**src/rtl/tx_sched_pkg.sv**
```systemverilog
// rtl/tx_sched_pkg.sv - state, tag, length types and header bytes for tx_resp_sched (TX_FRAME_EN)
package tx_sched_pkg;

    typedef enum logic [1:0] {
        IDLE     = 2'd0,
        SEND_LO  = 2'd1,
        SEND_HI  = 2'd2
`ifdef TX_FRAME_EN
        ,
        SEND_HDR = 2'd3
`endif
    } sched_state_t;

    typedef enum logic {
        TAG_RF  = 1'b0,
        TAG_ALU = 1'b1
    } src_tag_t;

    typedef enum logic {
        LEN_1 = 1'b0,
        LEN_2 = 1'b1
    } slot_len_t;

`ifdef TX_FRAME_EN
    localparam logic [7:0] HDR_RF  = 8'h52;
    localparam logic [7:0] HDR_ALU = 8'h41;
    localparam sched_state_t FIRST_STATE = SEND_HDR;
`else
    localparam sched_state_t FIRST_STATE = SEND_LO;
`endif

endpackage

```
**src/rtl/resp_slot.sv**
```systemverilog
// rtl/resp_slot.sv - one-entry response register (data, length, tag, full) with load and clear
module resp_slot
    import tx_sched_pkg::*;
#(
    parameter int W = 16
) (
    input  logic         CLK,
    input  logic         RST,
    input  logic         load,
    input  logic         clear,
    input  logic [W-1:0] load_data,
    input  slot_len_t    load_len,
    input  src_tag_t     load_tag,
    output logic [W-1:0] data,
    output slot_len_t    len,
    output src_tag_t     tag,
    output logic         full
);

    // load wins over clear so a slot can be emptied and refilled in one cycle
    always_ff @(posedge CLK) begin
        if (!RST) begin
            data <= '0;
            len  <= LEN_1;
            tag  <= TAG_RF;
            full <= 1'b0;
        end else if (load) begin
            data <= load_data;
            len  <= load_len;
            tag  <= load_tag;
            full <= 1'b1;
        end else if (clear) begin
            full <= 1'b0;
        end
    end

endmodule

```
**src/rtl/tx_resp_sched.sv**
```systemverilog
// rtl/tx_resp_sched.sv - splits RF/ALU responses into TX FIFO bytes; TX_FRAME_EN adds a header byte
module tx_resp_sched
    import tx_sched_pkg::*;
#(
    parameter int DATA_WIDTH = 8
) (
    input  logic                    CLK,
    input  logic                    RST,
    input  logic [DATA_WIDTH-1:0]   RF_RdData,
    input  logic                    RF_RdData_VLD,
    input  logic [2*DATA_WIDTH-1:0] ALU_OUT,
    input  logic                    ALU_OUT_VLD,
    input  logic                    FIFO_FULL,
    output logic [DATA_WIDTH-1:0]   WR_DATA,
    output logic                    WR_INC,
    output logic                    BUSY,
    output logic                    DROP_ERR
);

    localparam int SW = 2 * DATA_WIDTH;

    sched_state_t state, state_nxt;

    logic          act_load, act_clear, pend_load, pend_clear, drop;
    logic [SW-1:0] act_ld_data, pend_ld_data, act_data, pend_data;
    slot_len_t     act_ld_len, pend_ld_len, act_len, pend_len;
    src_tag_t      act_ld_tag, pend_ld_tag, act_tag, pend_tag;
    logic          act_full, pend_full;

    logic          any_vld, two_vld, last_byte, done;
    logic [SW-1:0] rf_ext, in0_data;
    slot_len_t     in0_len;
    src_tag_t      in0_tag;

    // ALU wins the earlier slot when both sources fire together
    assign rf_ext   = {{DATA_WIDTH{1'b0}}, RF_RdData};
    assign any_vld  = ALU_OUT_VLD | RF_RdData_VLD;
    assign two_vld  = ALU_OUT_VLD & RF_RdData_VLD;
    assign in0_data = ALU_OUT_VLD ? ALU_OUT : rf_ext;
    assign in0_len  = ALU_OUT_VLD ? LEN_2 : LEN_1;
    assign in0_tag  = ALU_OUT_VLD ? TAG_ALU : TAG_RF;

    assign WR_INC    = RST & (state != IDLE) & ~FIFO_FULL;
    assign last_byte = (state == SEND_HI) || ((state == SEND_LO) && (act_len == LEN_1));
    assign done      = WR_INC & last_byte;
    assign BUSY      = act_full | pend_full;

    always_comb begin
        act_load     = 1'b0;
        act_clear    = 1'b0;
        pend_load    = 1'b0;
        pend_clear   = 1'b0;
        drop         = 1'b0;
        act_ld_data  = in0_data;
        act_ld_len   = in0_len;
        act_ld_tag   = in0_tag;
        pend_ld_data = in0_data;
        pend_ld_len  = in0_len;
        pend_ld_tag  = in0_tag;
        if (!act_full) begin
            act_load     = any_vld;
            pend_load    = two_vld;
            pend_ld_data = rf_ext;
            pend_ld_len  = LEN_1;
            pend_ld_tag  = TAG_RF;
        end else if (done) begin
            if (pend_full) begin
                act_load    = 1'b1;
                act_ld_data = pend_data;
                act_ld_len  = pend_len;
                act_ld_tag  = pend_tag;
                pend_clear  = 1'b1;
                pend_load   = any_vld;
                drop        = two_vld;
            end else begin
                act_load     = any_vld;
                act_clear    = ~any_vld;
                pend_load    = two_vld;
                pend_ld_data = rf_ext;
                pend_ld_len  = LEN_1;
                pend_ld_tag  = TAG_RF;
            end
        end else if (!pend_full) begin
            pend_load = any_vld;
            drop      = two_vld;
        end else begin
            drop = any_vld;
        end
    end

    resp_slot #(.W(SW)) u_active (
        .CLK       (CLK),
        .RST       (RST),
        .load      (act_load),
        .clear     (act_clear),
        .load_data (act_ld_data),
        .load_len  (act_ld_len),
        .load_tag  (act_ld_tag),
        .data      (act_data),
        .len       (act_len),
        .tag       (act_tag),
        .full      (act_full)
    );

    resp_slot #(.W(SW)) u_pending (
        .CLK       (CLK),
        .RST       (RST),
        .load      (pend_load),
        .clear     (pend_clear),
        .load_data (pend_ld_data),
        .load_len  (pend_ld_len),
        .load_tag  (pend_ld_tag),
        .data      (pend_data),
        .len       (pend_len),
        .tag       (pend_tag),
        .full      (pend_full)
    );

    always_ff @(posedge CLK) begin
        if (!RST) begin
            state    <= IDLE;
            DROP_ERR <= 1'b0;
        end else begin
            state    <= state_nxt;
            DROP_ERR <= drop;
        end
    end

    always_comb begin
        state_nxt = state;
        WR_DATA   = '0;
        case (state)
            IDLE:     if (any_vld) state_nxt = FIRST_STATE;
`ifdef TX_FRAME_EN
            SEND_HDR: if (WR_INC) state_nxt = SEND_LO;
`endif
            SEND_LO:  if (WR_INC) state_nxt = (act_len == LEN_2) ? SEND_HI : IDLE;
            SEND_HI:  if (WR_INC) state_nxt = IDLE;
            default:  state_nxt = IDLE;
        endcase
        // a queued or just-arrived response follows without an idle cycle
        if (done && (pend_full || any_vld))
            state_nxt = FIRST_STATE;

        if (RST) begin
            case (state)
                SEND_LO:  WR_DATA = act_data[DATA_WIDTH-1:0];
                SEND_HI:  WR_DATA = act_data[SW-1:DATA_WIDTH];
`ifdef TX_FRAME_EN
                SEND_HDR: WR_DATA = (act_tag == TAG_ALU) ? DATA_WIDTH'(HDR_ALU) : DATA_WIDTH'(HDR_RF);
`endif
                default:  WR_DATA = '0;
            endcase
        end
    end

`ifndef TX_FRAME_EN
    logic unused_act_tag;
    assign unused_act_tag = act_tag;
`endif

endmodule

```
**config.mk**
```make
export PLATFORM = sky130hd
export DESIGN_NAME = tx_resp_sched
export DESIGN_NICKNAME = d
export VERILOG_FILES = /design/src/rtl/tx_sched_pkg.sv /design/src/rtl/resp_slot.sv /design/src/rtl/tx_resp_sched.sv
export SDC_FILE = /design/constraint.sdc
export NUM_CORES = 1
export LEC_CHECK = 0
export ABC_CLOCK_PERIOD_IN_PS = 2100
export CAP_MARGIN = 40
export CORE_ASPECT_RATIO = 0.8
export CORE_MARGIN = 10
export CORE_UTILIZATION = 46
export DETAILED_ROUTE_END_ITERATION = 7
export GPL_TIMING_DRIVEN = 0
export PLACE_DENSITY = 0.73
export SLEW_MARGIN = 20
export SYNTH_ARGS = -nofsm -noshare
export SYNTH_HDL_FRONTEND = slang
export SYNTH_SLANG_ARGS = --single-unit
```
**constraint.sdc**
```tcl
create_clock -name CLK -period 2.1 [get_ports CLK]
set_input_delay 0.42 -clock CLK [delete_from_list [all_inputs] [get_ports CLK]]
set_output_delay 0.42 -clock CLK [all_outputs]
set_load 0.01 [all_outputs]
```
# Word-level counts from Yosys, hierarchy flattened
# Cells that the tools add are included.
# Widths: inputs -> output; s select.
# word_totals
input_bits	29
out_inout_bits	11
regBits	39
# classes
muxes	41
bitwise	10
eq_ne	8
n_reduce_logical	12
# ops
cell	count
$mux 16	7
$mux 1	27
$pmux 8 s2	1
$mux 2	4
$mux 8	1
$ne 2x2->1 const B	3
$ne 3x2->1 const B	2
$pmux 2 s3	1
$reduce_and 3->1	2
$reduce_bool 2->1	3
$and 1x1->1	4
$not 1->1	4
$ne 3x3->1 const B	1
$eq 2x1->1 const B	1
$eq 2x2->1 const B	1
$logic_and 1x1->1	2
$logic_not 2->1	1
$logic_or 1x1->1	2
$or 1x1->1	2
$reduce_and 2->1	1
$reduce_or 2->1	1

# Depth between registers and ports, before layout
# Gate-level depths: netlist (run 1).
# logic_depth
depth_word	8
depth_mapped	9
mapped_depth_nobuf	7

# Cells and area by module
# From an unflattened synthesis (run 1), not the netlist that was laid out.
# unflattened
cells_unflattened	258
hier_area_um2	2332.2
# by_module_without_submodules
mod	area_per_inst_um2	instances	cells_each	seq_area_each_um2
resp_slot	721.9	2	60	380.4
tx_resp_sched	888.4	1	138	60.1

# Worst setup path after synthesis (run 1)
# OpenSTA, ideal clock, no wires.
# synth_timing
path_type	register to register
from	register state[0]
to	register u_active.data[10]
path_buffers	1
arrival_time_ns	1.919
t_required_ns	1.978
setup_ns	0.122
synth_period_minus_slack_ns	2.041
path_slack_ns	0.059
stages_incl_launch_ff	9
cell_sequence	dfxtp_1 > inv_1 > ha_1 > nor3b_4 > o21ai_2 > buf_6 > a22o_4 > and3_1 > a221o_1
# synth_between
elab_chain_len	6
# synth_rtl
item	line	text
start: declaration	tx_resp_sched.sv:22	sched_state_t state, state_nxt;
start signal: assignment	tx_resp_sched.sv:124	state <= state_nxt;
$reduce_bool 2->1 (*)	tx_resp_sched.sv:43	assign WR_INC = RST & (state != IDLE) & ~FIFO_FULL;
$and 1x1->1 (*) (2 in a row)	tx_resp_sched.sv:43	
via WR_INC	tx_resp_sched.sv:15	output logic WR_INC,
$and 1x1->1 (*)	tx_resp_sched.sv:45	assign done = WR_INC & last_byte;
$mux 16 / $mux 1 (equally long branches)	tx_resp_sched.sv:66	end else if (done) begin
$mux 16 / $mux 1 (equally long branches)	tx_resp_sched.sv:60	if (!act_full) begin
end signal: assignment	resp_slot.sv:28	data <= load_data;
end: declaration	resp_slot.sv:14	output logic [W-1:0] data,
# Mark *: on every way through the listed nets, which the timed path passes. The rest lies on a longest branch.
# A chain may end at the register's enable or synchronous reset.

# Worst setup path in the final report (run 1)
# layout_timing
from	register state[0]
to	output WR_DATA[7]
# layout_between
elab_chain_len	3
# layout_rtl
item	line	text
$eq 2x2->1 / $eq 2x1->1 (equally long branches)	tx_resp_sched.sv:146	case (state)
$pmux 8 s2 (*)	tx_resp_sched.sv:146	
$mux 8 (*)	tx_resp_sched.sv:145	if (RST) begin
end: declaration	tx_resp_sched.sv:14	output logic [DATA_WIDTH-1:0] WR_DATA,
# Mark *: on every way between the ends. The rest lies on a longest branch, timed or not.

==> run_results.csv, run 1 <==
group,metric,value,unit
power_and_ir_drop,combPwrFrac,24.2,%
global_routing,gr-usage-met1,20.2,%
yosys,synth_seq_cells,39,
sta,timing.fmax,490,MHz
layout,multiInputGateArea,1190,µm²
sta,hold_viol,0,
placed_design,dp_slack,-0.368,ns
routing,drc,0,
global_routing,grt_overflow_total,0,
power_and_ir_drop,peakVddDrop,0.373,mV
min_path,timing.hold.worst.class,"reg -> reg",
sta,clock-skew-final,0.00656,ns
layout,num-nets-final,300,
power_and_ir_drop,seq_power_share,48.3,%
placed_design,io_buffers,37,
critical_path,crit_path_end,"WR_DATA[7]",
yosys,netlist_instances,220,
yosys,yosys-top-cells-area,"dfxtp_1 (38%), mux2i_1 (9.7%), a221o_1 (5.8%), a21oi_1 (4.1%), nand2_1 (3.6%)",
critical_path,r2r_start,"state[0]",
critical_path,path_class,"reg -> out",
yosys,synth_fp_nets,253,
placed_design,hpwlAfterDp,4250,µm
critical_path,arrival,1.62,ns
routing,first_pass_iters,5,
yosys,synth_seq_area_share,37.8,%
global_routing,grt_max_degree,11,
floorplanning,core,4260,µm²
layout,layout-drive-gt1-share,17.7,%
power_and_ir_drop,p_switching,0.000506,W
run_status,status,"complete, no violations",
critical_path,cp_cell_sequence,"inv_2, ha_2, clkbuf_8, a22oi_1, nor2_1, dlygate4sd2_1",
yosys,synth_ff_type,"dfxtp_1",
sta,finalSetupViolations,0,
power_and_ir_drop,intPower,0.00121,W
layout,regArea,783,µm²
global_routing,grt.met2_usage,23.4,%
power_and_ir_drop,p_sw_share,29.5,%
sta,fin_crit_sh,97.1,%
critical_path,worstReg2RegEnd,"u_pending.data[13]",
critical_path,cp-start-kind,"register",
yosys,synth_area_leader_cell,"dfxtp_1",
yosys,yosysWarnings,0,
layout,antenna_cells,0,
clock_tree,ctsRootBufferMaster,"clkbuf_8",
yosys,synth_enable_flop_cells,0,
global_routing,grt.busiest_layer,"met2",
clock_tree,clk_pin_slew_worst_paths,0.07,ns
global_routing,grtUsageMet3,4.23,%
sta,slew_headroom,49.5,%
routing,avgViaCountPerCell,6.08,
power_and_ir_drop,power.clock.fraction,27.6,%
routing,dr_total_vias,1964,
floorplanning,dieArea,7580,µm²
critical_path,cp_slowest_stage_delay,0.34,ns
clock_tree,cts_buffers,5,
routing,drt_first_iter_violations,147,
clock_tree,cts_max_level,2,
yosys,synth_area,2060,µm²
clock_tree,clock_insertion_delay_worst_skew,0.30,ns
yosys,syn_area_per_cell,9.38,µm²
clock_tree,cts.path.max_buffers,2,
floorplanning,die_height,79.9,µm
sta,fin_crit,2.04,ns
flow_run,maxCapViolCount,0,
routing,routed_wirelength,5900,µm
sta,worstMarginPinSlew,0.757,ns
critical_path,crit_path_end_kind,"output pin",
critical_path,cpMaxStageDelayCell,"dfxtp_2",
critical_path,r2r_slack,0.09,ns
critical_path,crit_required,1.68,ns
yosys,synth_top_area_share,37.8,%
sta,setup_ws,0.0607,ns
layout,fill_cells,387,
critical_path,crit_fanout,10,
critical_path,reg2regPathDepth,9,
sta,fin_hold_ws,0.454,ns
yosys,synth_cell_types,41,
yosys,async_flop_share,0,%
power_and_ir_drop,p_per_area,645,nW/µm²
floorplanning,io_pins,40,
floorplanning,rows,21,
clock_tree,cts.sinks,39,
global_routing,antenna_found_initial,0,
global_routing,grt_pass1_wl,9290,µm
routing,wl_per_cell,18.3,µm
sta,rsz0062_at_grt,"false",
clock_tree,cts_tree,"done",
layout,final_core_util,62.6,%
floorplanning,start_util,48.5,%
sta,fin_setup_tns,0,ns
placed_design,place_congestion,0.802,
critical_path,crit_path_start,"state[0]",
routing,ant_nets,0,
layout,syn_to_final_growth,29.0,%
power_and_ir_drop,p_leak,1.04,nW
sta,drv_slew,0,
global_routing,grt_pass1_vias,1866,
global_routing,track_usage,15.5,%
floorplanning,die_w,94.9,µm
==> power groups by stage <==
| stage | combinational (W) | clock [W] | sequential (W) |
|---|---|---|---|
| global route | 0.000452 | 0.000500 | 0.000833 |
| CTS | 0.000397 | 0.000474 | 0.000825 |
| floorplan | 0.000257 | 0 | 0.000828 |
| global placement | 0.000380 | 0 | 0.000836 |
| detailed placement | 0.000389 | 0 | 0.000837 |
| finish | 0.000415 | 0.000473 | 0.000829 |
==> metal layers <==
metal / part of all wire [%] / routed length (µm)
met5: 0 / 0
met1: 46 / 2690
met4: 1.6 / 95
met3: 7.1 / 418
met2: 46 / 2690
==> worst max-delay path, delay by kind of cell, from the launching register on <==
family / cells / cell delay (ns)
buffers and inverters: 3 / 0.52
DFF: 1 / 0.34
adders and majority gates: 1 / 0.20
AOI/OAI and AO/OA: 1 / 0.20
and+or+nand+nor: 1 / 0.07
==> Yosys cell counts, types with 2 or more instances <==
master and count:
dfxtp_1 39, a221o_1 12, nand2_1 20, nand3_1 9
o21ai_1 2, nor2b_1 2, nor3_1 3, o221ai_1 4
clkbuf_1 8, a211oi_1 2, nor4_1 4, a311oi_1 4
buf_2 5, ha_1 4, a22oi_1 8, o21ai_0 4
inv_1 4, a211oi_2 4, and3_1 10, mux2i_1 20
buf_6 2, a21oi_1 17, nor2_1 15
==> cells in the final DEF, fill, tap and decap left out, types with 8 or more instances in the layout <==
cell type	n
dfxtp_1	37
clkdlybuf4s50_1	28
mux2i_1	20
nand2_1	19
a21oi_1	17
nor2_1	14
a221o_1	12
nand3_1	9
and3_1	9
dlygate4sd2_1	8
==> kinds of logic (layout without fill, tap and decap cells) <==
family / Yosys count / count (layout) / share of synthesized area, %
muxes: 20 / 20 / 9.70
and+or+nand+nor: 68 / 68 / 16.5
DFF: 39 / 39 / 37.8
buffers and inverters: 23 / 69 / 6.18
AOI/OAI and AO/OA: 65 / 65 / 26.9
adders and majority gates: 5 / 5 / 2.91
==> timing repair <==
action / 4_1_cts / 5_1_grt
pin swaps: 3 / 2
endpoints found under the setup margin: 38 / 38
hold buffers: 0 / 0
gates cloned: 0 / 0
buffers inserted: 3 / 2
gates resized for setup: 17 / 18
==> stage by stage <==
step | instance area, µm² | instances | power (W)
final | 2660 | 323 | 0.00172
after CTS | 2610 | 322 | 0.00169
after global routing | 2660 | 323 | 0.00178
after global placement | 2500 | 314 | 0.00122
after detailed placement | 2500 | 314 | 0.00123
after floorplan | 2060 | 220 | 0.00108
==> registers in the layout (all words and copies together) (netlist names) <==
| name | flops |
|---|---|
| u_active.len | 1 |
| DROP_ERR | 1 |
| u_pending.full | 1 |
| u_active.full | 1 |
| u_active.data | 16 |
| state | 2 |
| u_pending.len | 1 |
| u_pending.data | 16 |
==> worst min path at each step <==
stage	to	slack, ns	from	depth (start not counted)
after detailed placement	u_pending.len	0.44	u_pending.len	2
after global placement	u_pending.len	0.44	u_pending.len	2
after global routing	u_pending.data[9]	0.48	u_pending.data[9]	2
after CTS	u_pending.len	0.45	u_pending.len	2
after floorplan	u_pending.len	0.43	u_pending.len	2
final	u_pending.len	0.45	u_pending.len	2
==> area by class of cell <==
class                           count  area share (%)
Multi-Input combinational cell    158            44.8
Tap cell                           57            2.68
Inverter                            5           0.705
Timing Repair Buffer               42            15.1
Clock buffer                        6            2.73
Buffer                             16            4.61
Sequential cell                    39            29.4
No activity file was read; power rests on OpenSTA's default activity.
==> run 2: changes to the inputs <==
--- a/config.mk
+++ b/config.mk
@@ -8,7 +8,7 @@
 export ABC_CLOCK_PERIOD_IN_PS = 2100
 export CAP_MARGIN = 40
 export CORE_ASPECT_RATIO = 0.8
-export CORE_MARGIN = 10
+export CORE_MARGIN = 4
 export CORE_UTILIZATION = 46
 export DETAILED_ROUTE_END_ITERATION = 7
 export GPL_TIMING_DRIVEN = 0
==> run 2 against run 1 <==
Compared with the run above:
- worst setup slack better by 0.0060 ns
- power is 0.93% higher
- highest routed layer unchanged
- sequential power hardly changed
==> run_results.csv, run 2 (synthesized netlist as in run 1, its figures left out) <==
group,metric,value,unit
layout,final_core_util,63.2,%
global_routing,grt_pass1_wl,8970,µm
routing,drc,0,
global_routing,antenna_found_initial,0,
global_routing,track_usage,19.8,%
sta,hold_viol,0,
sta,fin_setup_tns,0,ns
layout,antenna_cells,0,
power_and_ir_drop,seq_power_share,47.6,%
routing,avgViaCountPerCell,5.89,
routing,ant_nets,0,
power_and_ir_drop,p_sw_share,29.0,%
floorplanning,dieArea,5630,µm²
critical_path,crit_path_end_kind,"output pin",
clock_tree,cts.sinks,39,
floorplanning,start_util,48.5,%
routing,dr_total_vias,1933,
sta,fin_crit_sh,96.8,%
placed_design,io_buffers,37,
critical_path,path_buf_inv,3,
floorplanning,die_height,67.9,µm
critical_path,cp-start-kind,"register",
layout,layout-drive-gt1-share,18.5,%
floorplanning,core,4260,µm²
placed_design,placed_cells,314,
sta,rsz0062_at_grt,"true",
floorplanning,rows,21,
power_and_ir_drop,combPwrFrac,23.9,%
power_and_ir_drop,power.clock.fraction,28.5,%
sta,worstMarginPinSlew,0.728,ns
clock_tree,cts.path.max_buffers,2,
critical_path,crit_family,"buffers and inverters",
clock_tree,clock_insertion_delay_worst_skew,0.29,ns
layout,syn_to_final_growth,30.3,%
floorplanning,io_pins,40,
clock_tree,cts_tree,"done",
critical_path,path_class,"reg -> out",
sta,timing.fmax,492,MHz
clock_tree,ctsRootBufferMaster,"clkbuf_8",
routing,routed_wirelength,5300,µm
critical_path,crit_fanout,10,
flow_run,maxCapViolCount,0,
critical_path,crit_required,1.68,ns
critical_path,cpMaxStageDelayCell,"clkdlybuf4s50_1",
sta,fin_crit,2.03,ns
min_path,timing.hold.worst.class,"reg -> reg",
power_and_ir_drop,peakVddDrop,0.466,mV
routing,first_pass_iters,5,
layout,final_common_cell,"dfxtp_1",
run_status,status,"complete, no violations",
layout,layout_common_cells,"dfxtp_1 (37), clkdlybuf4s50_1 (28), mux2i_1 (20)",
power_and_ir_drop,p_leak,1.07,nW
placed_design,place_area,2500,µm²
power_and_ir_drop,p_per_area,645,nW/µm²
critical_path,arrival,1.61,ns
clock_tree,cts_max_level,2,
clock_tree,clk_pin_slew_worst_paths,0.08,ns
global_routing,grt_max_degree,12,
sta,clock-skew-final,0.00192,ns
power_and_ir_drop,p_switching,0.000503,W
routing,wl_per_cell,16.2,µm
global_routing,grt_pass1_vias,1854,
routing,drt_first_iter_violations,196,
global_routing,grt_overflow_total,0,
sta,slew_headroom,51.5,%
power_and_ir_drop,intPower,0.00123,W
clock_tree,hold_buffers,0,
layout,fin_area,2690,µm²
layout,layout.cells.non_filler,328,
sta,finalSetupViolations,0,
critical_path,cp_cell_sequence,"buf_2, inv_1, nand2_1, clkdlybuf4s50_1",
placed_design,hpwlAfterDp,3820,µm
critical_path,cp_slowest_stage_delay,0.53,ns
sta,drv_slew,0,
placed_design,place_congestion,0.765,
layout,reg.largest.list,"u_active.data: 16 flops, u_pending.data: 16 flops, state: 2 flops",
clock_tree,cts_buffers,5,
layout,num-nets-final,303,
floorplanning,die_w,82.9,µm
-- run 2: through the flow --
stage | setup WS (ns) | hold slack (ns) | power [W]
2_1_floorplan | 0.0591 | 0.428 | 0.00108
3_3_place_gp | -0.307 | 0.439 | 0.00122
3_5_place_dp | -0.344 | 0.442 | 0.00122
4_1_cts | 0.00604 | 0.467 | 0.00171
5_1_grt | -0.0325 | 0.498 | 0.00181
6_report | 0.0668 | 0.461 | 0.00173
-- run 2: metal layers --
metal / vias up / routed length, µm / global-route usage [%]
met5: - / 0 / 0
met4: 0 / 37 / 4.49
met3: 6 / 447 / 5.54
met2: 90 / 2330 / 31.3
met1: 908 / 2490 / 27.0
li1: 929 / - / -
-- run 2: area by class of cell --
cell class	instances	area, µm²
tap	57	71.3
fill	381	1570
sequential	39	783
timing repair buffer	46	452
clock buffer	7	76.3
buffer	15	106
clock inverter	1	5.00
multi-input combinational	158	1180
inverter	5	18.8
-- run 2: path summary, 6_finish.rpt --
path                            slack, ns                from  cells past startpoint                  to
worst min register to register       0.46  u_pending.data[13]                      2  u_pending.data[13]
worst max register to register       0.09            state[1]                      9  u_pending.data[12]
worst min-delay path                 0.46  u_pending.data[13]                      2  u_pending.data[13]
worst max-delay path                 0.07       u_active.full                      4                BUSY
-- run 2: power by group through the flow --
stage	combinational [W]	sequential [W]	clock [W]
2_1_floorplan	0.000257	0.000828	0
3_3_place_gp	0.000381	0.000836	0
3_5_place_dp	0.000384	0.000836	0
4_1_cts	0.000389	0.000824	0.000494
5_1_grt	0.000456	0.000832	0.000524
6_report	0.000414	0.000826	0.000494
-- run 2: what timing repair did --
action,CTS,global route
setup endpoints to repair,38,40
buffers inserted,4,4
cloned,0,1
pin swaps,3,5
gates resized for setup,16,16
-- run 2: worst register-to-register path, delay by kind of cell, from the launching register on --
family                   cells  cell delay, ns
AND/OR/NAND/NOR              2            0.53
buffers and inverters        3            0.36
flip-flops                   1            0.34
AO/OA/AOI/OAI                2            0.33
adder cells (fa/ha/maj)      1            0.20
multiplexers                 1            0.17
==> run 3: changes to the inputs <==
--- a/config.mk
+++ b/config.mk
@@ -8,12 +8,11 @@
 export ABC_CLOCK_PERIOD_IN_PS = 2100
 export CAP_MARGIN = 40
 export CORE_ASPECT_RATIO = 0.8
-export CORE_MARGIN = 4
 export CORE_UTILIZATION = 46
 export DETAILED_ROUTE_END_ITERATION = 7
 export GPL_TIMING_DRIVEN = 0
 export PLACE_DENSITY = 0.73
-export SLEW_MARGIN = 20
+export SLEW_MARGIN = 40
 export SYNTH_ARGS = -nofsm -noshare
 export SYNTH_HDL_FRONTEND = slang
 export SYNTH_SLANG_ARGS = --single-unit
==> run 3 against run 2 <==
Compared with the run above:
- worst setup slack improved by 0.0075 ns
- utilization grew 2.1 points
- sequential cell count did not move
- register-to-register slack better by 0.04 ns
- hold slack better by 0.0024 ns
- clock-buffer cell count down 1
- maximum frequency increased by 0.37%
- critical endpoint unchanged
- largest cell class unchanged
==> run_results.csv, run 3 (synthesized netlist as in run 1, its figures left out) <==
group,metric,value,unit
routing,avgViaCountPerCell,5.86,
critical_path,crit_fanout,10,
sta,worstMarginPinSlew,0.739,ns
sta,fin_setup_tns,0,ns
routing,met1_length,2690,µm
sta,slew_headroom,50.7,%
placed_design,place_congestion,0.813,
routing,first_pass_iters,4,
power_and_ir_drop,seq_power_share,46.3,%
routing,drc,0,
layout,layout-drive-gt1-share,21.0,%
floorplanning,die_w,76.9,µm
sta,clock-skew-final,0.00507,ns
sta,drv_slew,0,
sta,hold_viol,0,
global_routing,track_usage,24.1,%
clock_tree,clk_pin_slew_worst_paths,0.08,ns
layout,final_common_cell,"dfxtp_1",
placed_design,hpwlAfterDp,3810,µm
power_and_ir_drop,p_switching,0.000511,W
run_status,status,"complete, no violations",
clock_tree,cts_tree,"done",
critical_path,path_class,"reg -> out",
global_routing,grt_pass1_vias,1759,
layout,layout_common_cells,"dfxtp_1 (37), clkdlybuf4s50_1 (28), mux2i_1 (20)",
critical_path,crit_required,1.68,ns
sta,timing.fmax,494,MHz
routing,routed_wirelength,5490,µm
floorplanning,rows,21,
power_and_ir_drop,intPower,0.00127,W
clock_tree,cts_buffers,5,
layout,fin_area,2760,µm²
clock_tree,ctsRootBufferMaster,"clkbuf_8",
global_routing,grt_pass1_wl,8630,µm
layout,num-nets-final,309,
routing,ant_nets,0,
sta,rsz0062_at_grt,"false",
flow_run,maxCapViolCount,0,
placed_design,placed_cells,314,
critical_path,cpMaxStageDelayCell,"clkdlybuf4s50_1",
clock_tree,cts.path.max_buffers,2,
sta,finalSetupViolations,0,
clock_tree,clock_insertion_delay_worst_skew,0.29,ns
power_and_ir_drop,combPwrFrac,25.0,%
global_routing,grt_overflow_total,0,
critical_path,cp_slowest_stage_delay,0.52,ns
floorplanning,start_util,48.8,%
routing,wl_met2,2440,µm
floorplanning,io_pins,40,
sta,fin_crit_sh,96.5,%
layout,antenna_cells,0,
routing,wl_met3,321,µm
power_and_ir_drop,p_per_area,647,nW/µm²
critical_path,arrival,1.61,ns
power_and_ir_drop,p_leak,1.11,nW
critical_path,cp_cell_sequence,"buf_2, inv_1, nand2_1, clkdlybuf4s50_1",
placed_design,io_buffers,37,
sta,fin_crit,2.03,ns
power_and_ir_drop,p_sw_share,28.6,%
routing,wl_per_cell,16.5,µm
critical_path,crit_path_end_kind,"output pin",
floorplanning,core,4230,µm²
layout,fill_cells,370,
global_routing,grt_max_degree,12,
floorplanning,die_height,61.9,µm
floorplanning,dieArea,4760,µm²
clock_tree,cts.sinks,39,
routing,dr.max_layer_used,"met4",
placed_design,place_area,2500,µm²
global_routing,antenna_found_initial,0,
clock_tree,cts_max_level,2,
min_path,timing.hold.worst.class,"reg -> reg",
power_and_ir_drop,peakVddDrop,0.472,mV
layout,reg.largest.list,"u_active.data: 16 flops, u_pending.data: 16 flops, state: 2 flops",
routing,drt_first_iter_violations,161,
critical_path,cp-start-kind,"register",
routing,dr_total_vias,1953,
layout,syn_to_final_growth,33.9,%
power_and_ir_drop,power.clock.fraction,28.7,%
layout,layout.cells.non_filler,333,
==> run 3: final cells by class <==
class	instances	area (µm²)	area share, %
clock inverters	1	5.00	0.181
clock buffers	6	82.6	2.99
inverters	5	18.8	0.679
plain buffers	16	130	4.71
flip-flops and latches	39	783	28.4
well taps	57	71.3	2.58
multi-input cells	158	1190	42.9
repair buffers	51	485	17.6
==> run 3: layer usage <==
metal  track usage (%)  vias up
met5                 0        -
met4              6.59        0
met3              4.53        7
met2              39.4       62
met1              33.1      939
li1                  -      945
==> run 3: path summary, 6_finish.rpt <==
path | from | to | slack [ns] | cells after the start
max | u_active.full | BUSY | 0.07 | 4
min | u_pending.data[12] | u_pending.data[12] | 0.46 | 2
max reg2reg | state[1] | u_pending.data[12] | 0.13 | 10
min reg2reg | u_pending.data[12] | u_pending.data[12] | 0.46 | 2
==> run 3: repair_timing <==
action,CTS,global route
setup buffers,3,10
pin swaps,3,2
gates cloned,0,1
endpoints found under the setup margin,37,44
gates resized for setup,18,17
hold buffers,0,0
==> run 3: critical path, delay by kind of cell, from the launching register on <==
family,cells,cell delay [ns]
buffers and inverters,3,0.91
and+or+nand+nor,1,0.10
DFF,1,0.31
==> run 3: per-stage QoR <==
| step | setup WS, ns | power, W | util (%) | hold WS [ns] |
|---|---|---|---|---|
| floorplan | 0.0591 | 0.00108 | - | 0.428 |
| global placement | -0.312 | 0.00122 | 59.2 | 0.439 |
| detailed placement | -0.328 | 0.00122 | 59.2 | 0.447 |
| CTS | 0.00222 | 0.00174 | 62.3 | 0.464 |
| global route | 0.00182 | 0.00185 | 65.3 | 0.481 |
| finish | 0.0743 | 0.00179 | 65.3 | 0.463 |
==> run 3: power by group through the flow <==
stage                     clock network, W  logic, W  registers, W
after detailed placement                 0  0.000386      0.000836
after global placement                   0  0.000380      0.000836
after CTS                         0.000517  0.000404      0.000820
after global routing              0.000543  0.000479      0.000833
after floorplan                          0  0.000257      0.000828
final                             0.000513  0.000446      0.000828
